--- src/rtl/chaos_pkg.sv ---
// Shared definitions for the chaos-map fixed-point datapath blocks
// (shift-add multiplier and restoring divider).
package chaos_pkg;

  localparam int W = 18;

  typedef enum logic [1:0] {
    IDLE = 2'd0,
    BUSY = 2'd1,
    DONE = 2'd2
  } div_state_e;

  // Width of an iteration counter that has to hold the value w-1.
  function automatic int cnt_w(input int w);
    return (w > 1) ? $clog2(w) : 1;
  endfunction

  localparam int CNT_W = cnt_w(W);

endpackage

--- src/rtl/seq_div36_div_step.sv ---
// One restoring-division iteration: shift the next dividend bit into the
// partial remainder and subtract the divisor when it fits.
import chaos_pkg::*;

module div_step #(
  parameter int W = chaos_pkg::W
) (
  input  logic [W-1:0] r_in,
  input  logic         bit_in,
  input  logic [W-1:0] divisor,
  output logic [W-1:0] r_out,
  output logic         q_bit
);

  logic [W:0] t;
  logic [W:0] d_ext;
  logic       fits;

  // The partial remainder is always below the divisor, so the difference
  // fits in W bits and only the low W bits of the subtraction are needed.
  always_comb begin
    t     = {r_in, bit_in};
    d_ext = {1'b0, divisor};
    fits  = (t >= d_ext);
    q_bit = fits;
    r_out = fits ? (t[W-1:0] - divisor) : t[W-1:0];
  end

endmodule

--- src/rtl/seq_div36.sv ---
// Sequential restoring divider, 2W-bit dividend by W-bit divisor, one
// quotient bit per clock with a level start/done handshake.
import chaos_pkg::*;

module seq_div36 #(
  parameter int W = chaos_pkg::W
) (
  input  logic           CLK,
  input  logic           RST,
  input  logic           calc_start,
  input  logic [2*W-1:0] dataa,
  input  logic [W-1:0]   datab,
  output logic [W-1:0]   quotient,
  output logic [W-1:0]   remainder,
  output logic           ovf,
  output logic           done
);

  localparam int CW = cnt_w(W);
  localparam logic [CW-1:0] CNT_LAST = CW'(W - 1);
  localparam logic [CW-1:0] CNT_ONE  = CW'(1);

  div_state_e     state_q, state_d;
  logic [CW-1:0]  cnt_q, cnt_d;
  logic [W-1:0]   rem_q, rem_d;
  logic [W-1:0]   sh_q, sh_d;
  logic [W-1:0]   divisor_q, divisor_d;
  logic [W-1:0]   quotient_q, quotient_d;
  logic [W-1:0]   remainder_q, remainder_d;
  logic           ovf_q, ovf_d;
  logic           done_q, done_d;

  logic [W-1:0]   step_r;
  logic           step_q;

  // The shift register feeds dividend bits MSB first and fills with
  // quotient bits from the bottom, so it holds the quotient at the end.
  div_step #(.W(W)) u_step (
    .r_in    (rem_q),
    .bit_in  (sh_q[W-1]),
    .divisor (divisor_q),
    .r_out   (step_r),
    .q_bit   (step_q)
  );

  always_comb begin
    state_d     = state_q;
    cnt_d       = cnt_q;
    rem_d       = rem_q;
    sh_d        = sh_q;
    divisor_d   = divisor_q;
    quotient_d  = quotient_q;
    remainder_d = remainder_q;
    ovf_d       = ovf_q;
    done_d      = done_q;

    case (state_q)
      IDLE: begin
        if (calc_start) begin
          divisor_d = datab;
          // A high half not below the divisor cannot give a W-bit quotient.
          if (dataa[2*W-1:W] >= datab) begin
            quotient_d  = '1;
            remainder_d = '0;
            ovf_d       = 1'b1;
            done_d      = 1'b1;
            state_d     = DONE;
          end else begin
            rem_d   = dataa[2*W-1:W];
            sh_d    = dataa[W-1:0];
            cnt_d   = CNT_LAST;
            ovf_d   = 1'b0;
            done_d  = 1'b0;
            state_d = BUSY;
          end
        end
      end

      BUSY: begin
        rem_d = step_r;
        sh_d  = {sh_q[W-2:0], step_q};
        if (cnt_q == '0) begin
          quotient_d  = {sh_q[W-2:0], step_q};
          remainder_d = step_r;
          ovf_d       = 1'b0;
          done_d      = 1'b1;
          state_d     = DONE;
        end else begin
          cnt_d = cnt_q - CNT_ONE;
        end
      end

      DONE: begin
        if (!calc_start) begin
          done_d  = 1'b0;
          state_d = IDLE;
        end
      end

      default: begin
        state_d = IDLE;
        done_d  = 1'b0;
      end
    endcase
  end

  always_ff @(posedge CLK or negedge RST) begin
    if (!RST) begin
      state_q     <= IDLE;
      cnt_q       <= '0;
      rem_q       <= '0;
      sh_q        <= '0;
      divisor_q   <= '0;
      quotient_q  <= '0;
      remainder_q <= '0;
      ovf_q       <= 1'b0;
      done_q      <= 1'b0;
    end else begin
      state_q     <= state_d;
      cnt_q       <= cnt_d;
      rem_q       <= rem_d;
      sh_q        <= sh_d;
      divisor_q   <= divisor_d;
      quotient_q  <= quotient_d;
      remainder_q <= remainder_d;
      ovf_q       <= ovf_d;
      done_q      <= done_d;
    end
  end

  assign quotient  = quotient_q;
  assign remainder = remainder_q;
  assign ovf       = ovf_q;
  assign done      = done_q;

endmodule

--- config.mk ---
export PLATFORM = sky130hd
export DESIGN_NAME = seq_div36
export DESIGN_NICKNAME = d
export VERILOG_FILES = /design/src/rtl/chaos_pkg.sv /design/src/rtl/seq_div36_div_step.sv /design/src/rtl/seq_div36.sv
export SDC_FILE = /design/constraint.sdc
export NUM_CORES = 1
export LEC_CHECK = 0
export ABC_AREA = 0
export CAP_MARGIN = 10
export CELL_PAD_IN_SITES_DETAIL_PLACEMENT = 0
export CELL_PAD_IN_SITES_GLOBAL_PLACEMENT = 1
export CORE_MARGIN = 3
export CORE_UTILIZATION = 45
export CTS_BUF_LIST = sky130_fd_sc_hd__clkbuf_4
export CTS_CLUSTER_SIZE = 20
export DETAILED_ROUTE_END_ITERATION = 8
export GPL_ROUTABILITY_DRIVEN = 0
export PLACE_DENSITY_LB_ADDON = 0.1
export SLEW_MARGIN = 0
export SYNTH_ARGS = -nofsm -noshare
export SYNTH_HDL_FRONTEND = slang
export SYNTH_SLANG_ARGS = --single-unit
export TNS_END_PERCENT = 100
--- constraint.sdc ---
create_clock -name CLK -period 7.7 [get_ports CLK]
set_input_delay 1.155 -clock CLK [delete_from_list [all_inputs] [get_ports CLK]]
set_output_delay 1.155 -clock CLK [all_outputs]
set_load 0.01 [all_outputs]
==> flow_summary_export.csv <==
group,metric,value,unit
drt,drtIter0Drc,294,
drt,drt-wirelength-per-cell,17.2,um
drt,drt_pass1_iterations,5,
global_routing,grt_use_total,22.2,%
global_routing,grt_pass1_wl,23.4,mm
global_routing,antenna_found_initial,1,
critical_path,arrival,4.66,ns
timing,slew_violations,0,
clock_network,cts_root_buf,"clkbuf_4",
timing,hold_viol_final,0,
outcome,status,"finished, final reports clean",
yosys,synth-seq-cells,98,
critical_path,cp_top_family,"simple AND/OR/NAND/NOR gates",
floorplan,initial_core_util,47.1,%
layout,stdcell_area,6700,um2
drt,drc_errors,0,
critical_path,regToRegSetupSlack,4.28,ns
clock_network,clock_latency,0.48,ns
yosys,ys_warn_count,0,
critical_path,crit_path_end_kind,"flip-flop",
yosys,synthArstFlopShare,100,%
floorplan,io_pins,95,
timing,slew_headroom,15.1,%
global_routing,grt_pass1_vias,4533,
drt,vias_per_cell,5.49,
layout,stdcell_count,833,
timing,finalCritPeriodShare,55.3,%
yosys,netlist_instances,600,
critical_path,reg2reg_to,"rem_q[14]$_DFFE_PN0P_",
clock_network,cts_buffer_depth,2,
placed_design,dpl_cell_area,6580,um2
hold_path,holdPathEnd,"sh_q[17]$_DFFE_PN0P_",
clock_network,cts_hold_buf,0,
critical_path,reg2reg_depth,10,
layout,nFillCells,1100,
timing,worst_pin_slew,1.27,ns
power,leakage,3.02,nW
layout,nNetsFinal,780,
timing,setup_viol_count_final,0,
timing,fmax,235,MHz
yosys,synth_sequential_area_ratio,44.4,%
floorplan,die_w,117,um
global_routing,grt_overflow,0,
yosys,synth.avg_cell_area,9.20,um2
clock_network,cts_buffers,9,
critical_path,crit_type,"input pin to flip-flop",
critical_path,path_buf_inv,2,
layout,drive_above_1_share,5.08,%
clock_network,cts_setup_buffers,0,
placed_design,port_buffers,94,
yosys,syn-num-nets,696,
global_routing,grt_max_degree,78,
clock_network,clk_pin_slew,0.15,ns
clock_network,post_cts_resized,0,
layout,regArea,2450,um2
placed_design,post-place-cells,816,
timing,rsz0062_at_grt,"false",
timing,finalCriticalPeriod,4.26,ns
critical_path,slowest_stage,"and2_1",
placed_design,dp_hpwl,10.2,mm
drt,ant_nets,0,
timing,clock-skew-final,0.0145,ns
floorplan,rows,39,
yosys,netlist_area,5520,um2
flow_run,drv_cap,0,
critical_path,crit_fanout,28,
floorplan,core_area,11700,um2
critical_path,crit_path_cell_trace,"clkdlybuf4s50_1 -> inv_1 -> ha_1 -> a21o_1 -> a311o_1 -> a211o_1 -> a211oi_2 -> nand2b_1 -> and2_1 -> nand2_1 -> o21ai_1",
clock_network,numClockSinks,98,
hold_path,whs_path_depth,2,
clock_network,cts_tree,"built",
drt,dr_total_vias,4570,
critical_path,worstPathRequired,8.10,ns
layout,area_growth,21.4,%
clock_network,htreeDepth,3,
hold_path,hold_start,"sh_q[17]$_DFFE_PN0P_",
yosys,synth-edff-count,0,
timing,setup_tns,0,ns
drt,drt-total-wl,14.3,mm
power,ir_worst_vdd,0.187,mV
hold_path,min_path_type,"flip-flop to flip-flop",
floorplan,dieArea,13600,um2
power,pwr_density_cell,459,nW/um2
critical_path,max_stage_delay,1.01,ns
yosys,synth_top_flop_cell,"dfrtp_1",
yosys,yosys.cell_types.count,49,
critical_path,r2r-start,"rem_q[2]$_DFFE_PN0P_",
floorplan,die_h,117,um
critical_path,critPathLaunchType,"input pin",
layout,multi_input_comb_area,2770,um2
[cell usage after synthesis, drive strengths merged, types with 2 or more instances]
library cell  count  area share [%]
a222oi            3            0.54
nor4b             3            0.86
dfrtp            98              44
a211oi            3            0.59
o41ai             2            0.32
nand4             4            0.45
nor3             22             2.0
a22oi            10             1.4
nor2             60             4.1
clkbuf           20             1.4
a31oi             6            0.68
mux2              7             1.4
o21ai            69             6.3
buf               7            0.88
nand2            75             5.1
a221o             5            0.91
mux2i            34             6.2
o211ai            3            0.41
o21a              2            0.27
ha               38             8.6
xnor2            12             1.9
inv              52             3.5
nand2b            6            0.68
a21oi            20             1.8
or3               2            0.23
nor4              2            0.23
nand3b            2            0.27
nor2b             2            0.23
a21o              5            0.68
xor2              6            0.95
a221oi            2            0.32
and2              2            0.23
nand3             6            0.54
and3              3            0.34
[stage by stage]
step | total power [mW] | util (%) | setup WS (ns) | hold WS [ns]
after global placement | 2.79 | 56.2 | 3.10 | 0.469
after CTS | 3.09 | 57.2 | 3.50 | 0.513
after detailed placement | 2.84 | 56.2 | 2.97 | 0.483
after floorplan | 2.26 | - | 4.29 | 0.450
after global routing | 3.37 | 57.2 | 3.23 | 0.520
final | 3.07 | 57.2 | 3.44 | 0.510
[report_power, final]
group / internal, mW / switching, mW / total [mW]
combinational: 0.841 / 1.07 / 1.91
clock: 0.0661 / 0.184 / 0.250
sequential: 0.755 / 0.155 / 0.910
[flip-flops by register name, indices dropped and copies added (netlist names)]
signal	cells
divisor_q	18
quotient	18
rem_q	18
remainder	18
sh_q	18
cnt_q	5
done	1
ovf	1
state_q	1
[worst max path at each step]
stage / endpoint / cells after the start / start
after floorplan: remainder[2]$_DFFE_PN0P_ / 12 / datab[2]
after global placement: remainder[6]$_DFFE_PN0P_ / 10 / datab[2]
after detailed placement: remainder[17]$_DFFE_PN0P_ / 11 / datab[2]
after CTS: quotient[4]$_DFFE_PN0P_ / 11 / datab[2]
after global routing: remainder[17]$_DFFE_PN0P_ / 11 / datab[2]
final: remainder[17]$_DFFE_PN0P_ / 11 / datab[2]
[cell families after synthesis]
logic type / synth area share [%]
and+or+nand+nor: 15.2
adders and majority gates: 8.98
muxes: 7.59
AOI/OAI and AO/OA: 15.1
buffers and inverters: 5.78
DFF: 44.4
xor gates and xnor gates: 2.86
[metal layers]
| layer | track usage [%] | up-vias | wire [um] |
|---|---|---|---|
| met5 | 0 | - | 0 |
| met2 | 36.3 | 106 | 6810 |
| met4 | 4.66 | 0 | 143 |
| met3 | 5.13 | 11 | 697 |
| met1 | 30.5 | 2206 | 6640 |
| li1 | - | 2247 | - |
[cell usage in the layout, fill, tap and decap left out, drive strengths merged, types with 6 or more instances in the layout]
master,instances
a21oi,20
a22oi,10
a31oi,6
buf,7
clkbuf,9
clkdlybuf4s50,93
clkinv,6
dfrtp,98
ha,38
inv,53
mux2,7
mux2i,34
nand2,75
nand2b,6
nand3,6
nor2,60
nor3,22
o21ai,69
xnor2,12
xor2,6
[worst min-delay path, delay by kind of cell, from the launching register on]
| family | cells | cell delay [ns] |
|---|---|---|
| AOI/OAI and AO/OA | 1 | 0.06 |
| DFF | 1 | 0.37 |
| and+or+nand+nor | 1 | 0.05 |
[area by class of cell]
type	instances	share of cell area, %
tap	143	2.67
clock buffer	9	1.01
sequential	98	36.6
antenna	1	0.0374
clock inverter	7	0.672
multi-input combinational	423	41.4
timing repair buffer	100	14.7
inverter	52	2.91
Note: power is estimated with default switching activity, not from simulation.
==> RTL change, RTL diff (same settings) <==
Put one more register stage on the output `done`, cleared by the reset. The value now appears one clock later. The other outputs are not delayed to match.
--- a/src/rtl/seq_div36.sv
+++ b/src/rtl/seq_div36.sv
@@ -131,7 +131,13 @@
   assign quotient  = quotient_q;
   assign remainder = remainder_q;
   assign ovf       = ovf_q;
-  assign done      = done_q;
+  always_ff @(posedge CLK or negedge RST) begin
+    if (!RST) begin
+      done <= '0;
+    end else begin
+      done <= done_q;
+    end
+  end
 
 endmodule
 
Check against the original RTL: not equivalent (a bounded check fails within 4 cycles, from zero or initial values and one cycle with RST low).
==> RTL change against the unedited design <==
- total power is 0.69% lower
- sequential cell count is 1 higher
- wire length is 4.8% lower
- synthesized area is 1.4% higher
- die area is 1.3% higher
- maximum frequency is 5.0% higher
- design area is 1.6% higher
- synthesized cell count is 1.7% lower
- worst setup slack better by 200 ps
==> RTL change: results (changes against the unedited design) <==
stage;metric;value;unit;change
cts;Clock Latency Late Sink;490;ps;
global_route;first-pass GRT wire length;23100;µm;was 23400 µm
route;Starting DRT DRC Count;223;;was 294
cts;clock buffer depth;2;;unchanged
power_and_ir_drop;Sw Pwr;1380;µW;was 1410 µW
critical_path;max incr delay on CP;1000;ps;
yosys;Syn Nets;686;;was 696
global_route;GR Util met3;5.48;%;was 5.13%
sta;Worst Skew;23.7;ps;was 14.5 ps
cts;# resized after CTS;0;;unchanged
cts;TritonCTS Buffers;9;;unchanged
worst_hold_path;Hold WC Path Type;register to register;;unchanged
cts;Worst-path clk slew;160;ps;
critical_path;FF-to-FF path depth;9;;was 10
global_route;Tot GR Track Use;20.4;%;was 22.2%
layout;Nets;770;;was 780
global_route;largest net degree at the start of global routing;55;;was 78
yosys;post-synthesis cell type count;54;;was 49
layout;share of layout cells above drive strength 1;4.71;%;was 5.08%
worst_hold_path;hold path start;remainder[6];;was sh_q[17]
placement;post-DP HPWL;9950;µm;was 10200 µm
yosys;Synth area leaders;dfrtp_1 44%, ha_1 8.5%, mux2i_1 8.4%;;was dfrtp_1 44%, ha_1 8.6%, mux2i_1 6.2%
route;wire per inst;16.1;µm;was 17.2 µm
power_and_ir_drop;Static Leak;0.00297;µW;was 0.00302 µW
critical_path;Slowest cell on crit path;a211oi_1;;was and2_1
route;drt first pass iters;6;;was 5
sta;Worst slew margin;21.3;%;was 15.1%
critical_path;RR Startpoint;rem_q[0];;was rem_q[2]
layout;ANT cells;0;;was 1
global_route;initial antenna violation count;0;;was 1
route;Vias/cell;5.28;;was 5.49
critical_path;r2r endpoint;rem_q[4];;was rem_q[14]
power_and_ir_drop;Peak VDD IR;0.175;mV;was 0.187 mV
critical_path;worst reg-to-reg setup slack;4330;ps;was 4280 ps
global_route;met2 GRT Util;33.1;%;was 36.3%
yosys;Synth warnings;0;;unchanged
yosys;most common library cells after synthesis;99 x dfrtp_1, 63 x nand2_1, 53 x a21oi_1;;was 98 x dfrtp_1, 75 x nand2_1, 60 x nor2_1
critical_path;Critical Path AT;4490;ps;was 4660 ps
layout;fillcell total;1097;;was 1100
status;outcome;finished, final reports clean;;unchanged
critical_path;largest delay contributor family on the critical path;compound AO/OA/AOI/OAI gates;;was simple AND/OR/NAND/NOR gates
yosys;Seq/Total Area, Yosys;44.3;%;was 44.4%
placement;dpl ws;3110;ps;was 2970 ps
yosys;ys flop type;dfrtp_1;;unchanged
yosys;share of flip-flops with an asynchronous set or reset;100;%;unchanged
critical_path;worst-path fanout max;8;;was 28
cts;post-CTS repair timing setup buffer count;0;;unchanged
global_route;met1 GRT Util;27.2;%;was 30.5%
worst_hold_path;Hold EP;remainder[6];;was sh_q[17]
global_route;vias in the first global route;4586;;was 4533
RTL change: cell types whose count changed in the layout (fill, tap and decap cells not counted), sizes merged, moves of 7 or more:
cell / change
nand2: -12
o31ai: +10
a21oi: +33
a22oi: -10
nor3: -18
o21ai: -32
nor2: -8
mux2i: +13
o22ai: +7
a31o: +7
RTL change: cell families after synthesis:
group | count (synthesis) | share of synthesized area (%)
simple gates | 158 | 12.5
flops | 99 | 44.3
mux | 51 | 9.21
fa+ha+maj | 39 | 8.85
compound gates | 151 | 16.9
xor+xnor | 17 | 2.66
buf+inv | 75 | 5.59
RTL change: area by class of cell:
cell class / count / area, µm² / share of cell area (%)
multi-input combinational: 416 / 2830 / 41.5
clock inverter: 6 / 56.3 / 0.827
timing repair buffer: 99 / 976 / 14.3
inverter: 49 / 184 / 2.70
sequential: 99 / 2480 / 36.4
tap: 168 / 210 / 3.09
clock buffer: 10 / 75.1 / 1.10
RTL change: metal layers:
layer / share of wire, % / up-vias / routed length (µm)
li1: - / 2225 / -
met1: 46 / 2152 / 6300
met2: 48 / 84 / 6490
met3: 4.4 / 15 / 600
met4: 1.5 / 0 / 209
met5: 0 / - / 0
RTL change: power groups by stage:
stage          clock network, µW  logic, µW  registers [µW]
6_report                     271       1880             897
5_1_grt                      305       2110             926
4_1_cts                      284       1900             898
3_5_place_dp                   0       1890             907
3_3_place_gp                   0       1850             901
2_1_floorplan                  0       1350             906
RTL change: worst max-delay path by stage:
| stage | slack [ps] | cells after the start | from | to |
|---|---|---|---|---|
| after global routing | 3430 | 10 | datab[2] | done_q |
| after floorplan | 4180 | 11 | datab[2] | rem_q[0] |
| after detailed placement | 3110 | 11 | datab[2] | cnt_q[0] |
| final | 3640 | 11 | datab[2] | cnt_q[0] |
| after CTS | 3640 | 11 | datab[2] | cnt_q[0] |
| after global placement | 3190 | 11 | datab[2] | cnt_q[0] |
RTL change: stage by stage:
stage | cell area, µm² | std cells | utilization (%) | hold WS, ps | power (µW)
global placement | 6680 | 831 | 55.3 | 461 | 2750
CTS | 6810 | 847 | 56.4 | 510 | 3080
finish | 6810 | 847 | 56.4 | 504 | 3050
global route | 6810 | 847 | 56.4 | 529 | 3350
detailed placement | 6680 | 831 | 55.3 | 473 | 2800
floorplan | 5600 | 590 | - | 487 | 2250
RTL change: worst reg2reg max path, delay by kind of cell (launching register included):
kind | cells | cell delay (ps)
AND/OR/NAND/NOR | 1 | 150
AO/OA/AOI/OAI | 6 | 1930
multiplexers | 1 | 390
adder cells (fa/ha/maj) | 1 | 330
flip-flops | 1 | 480
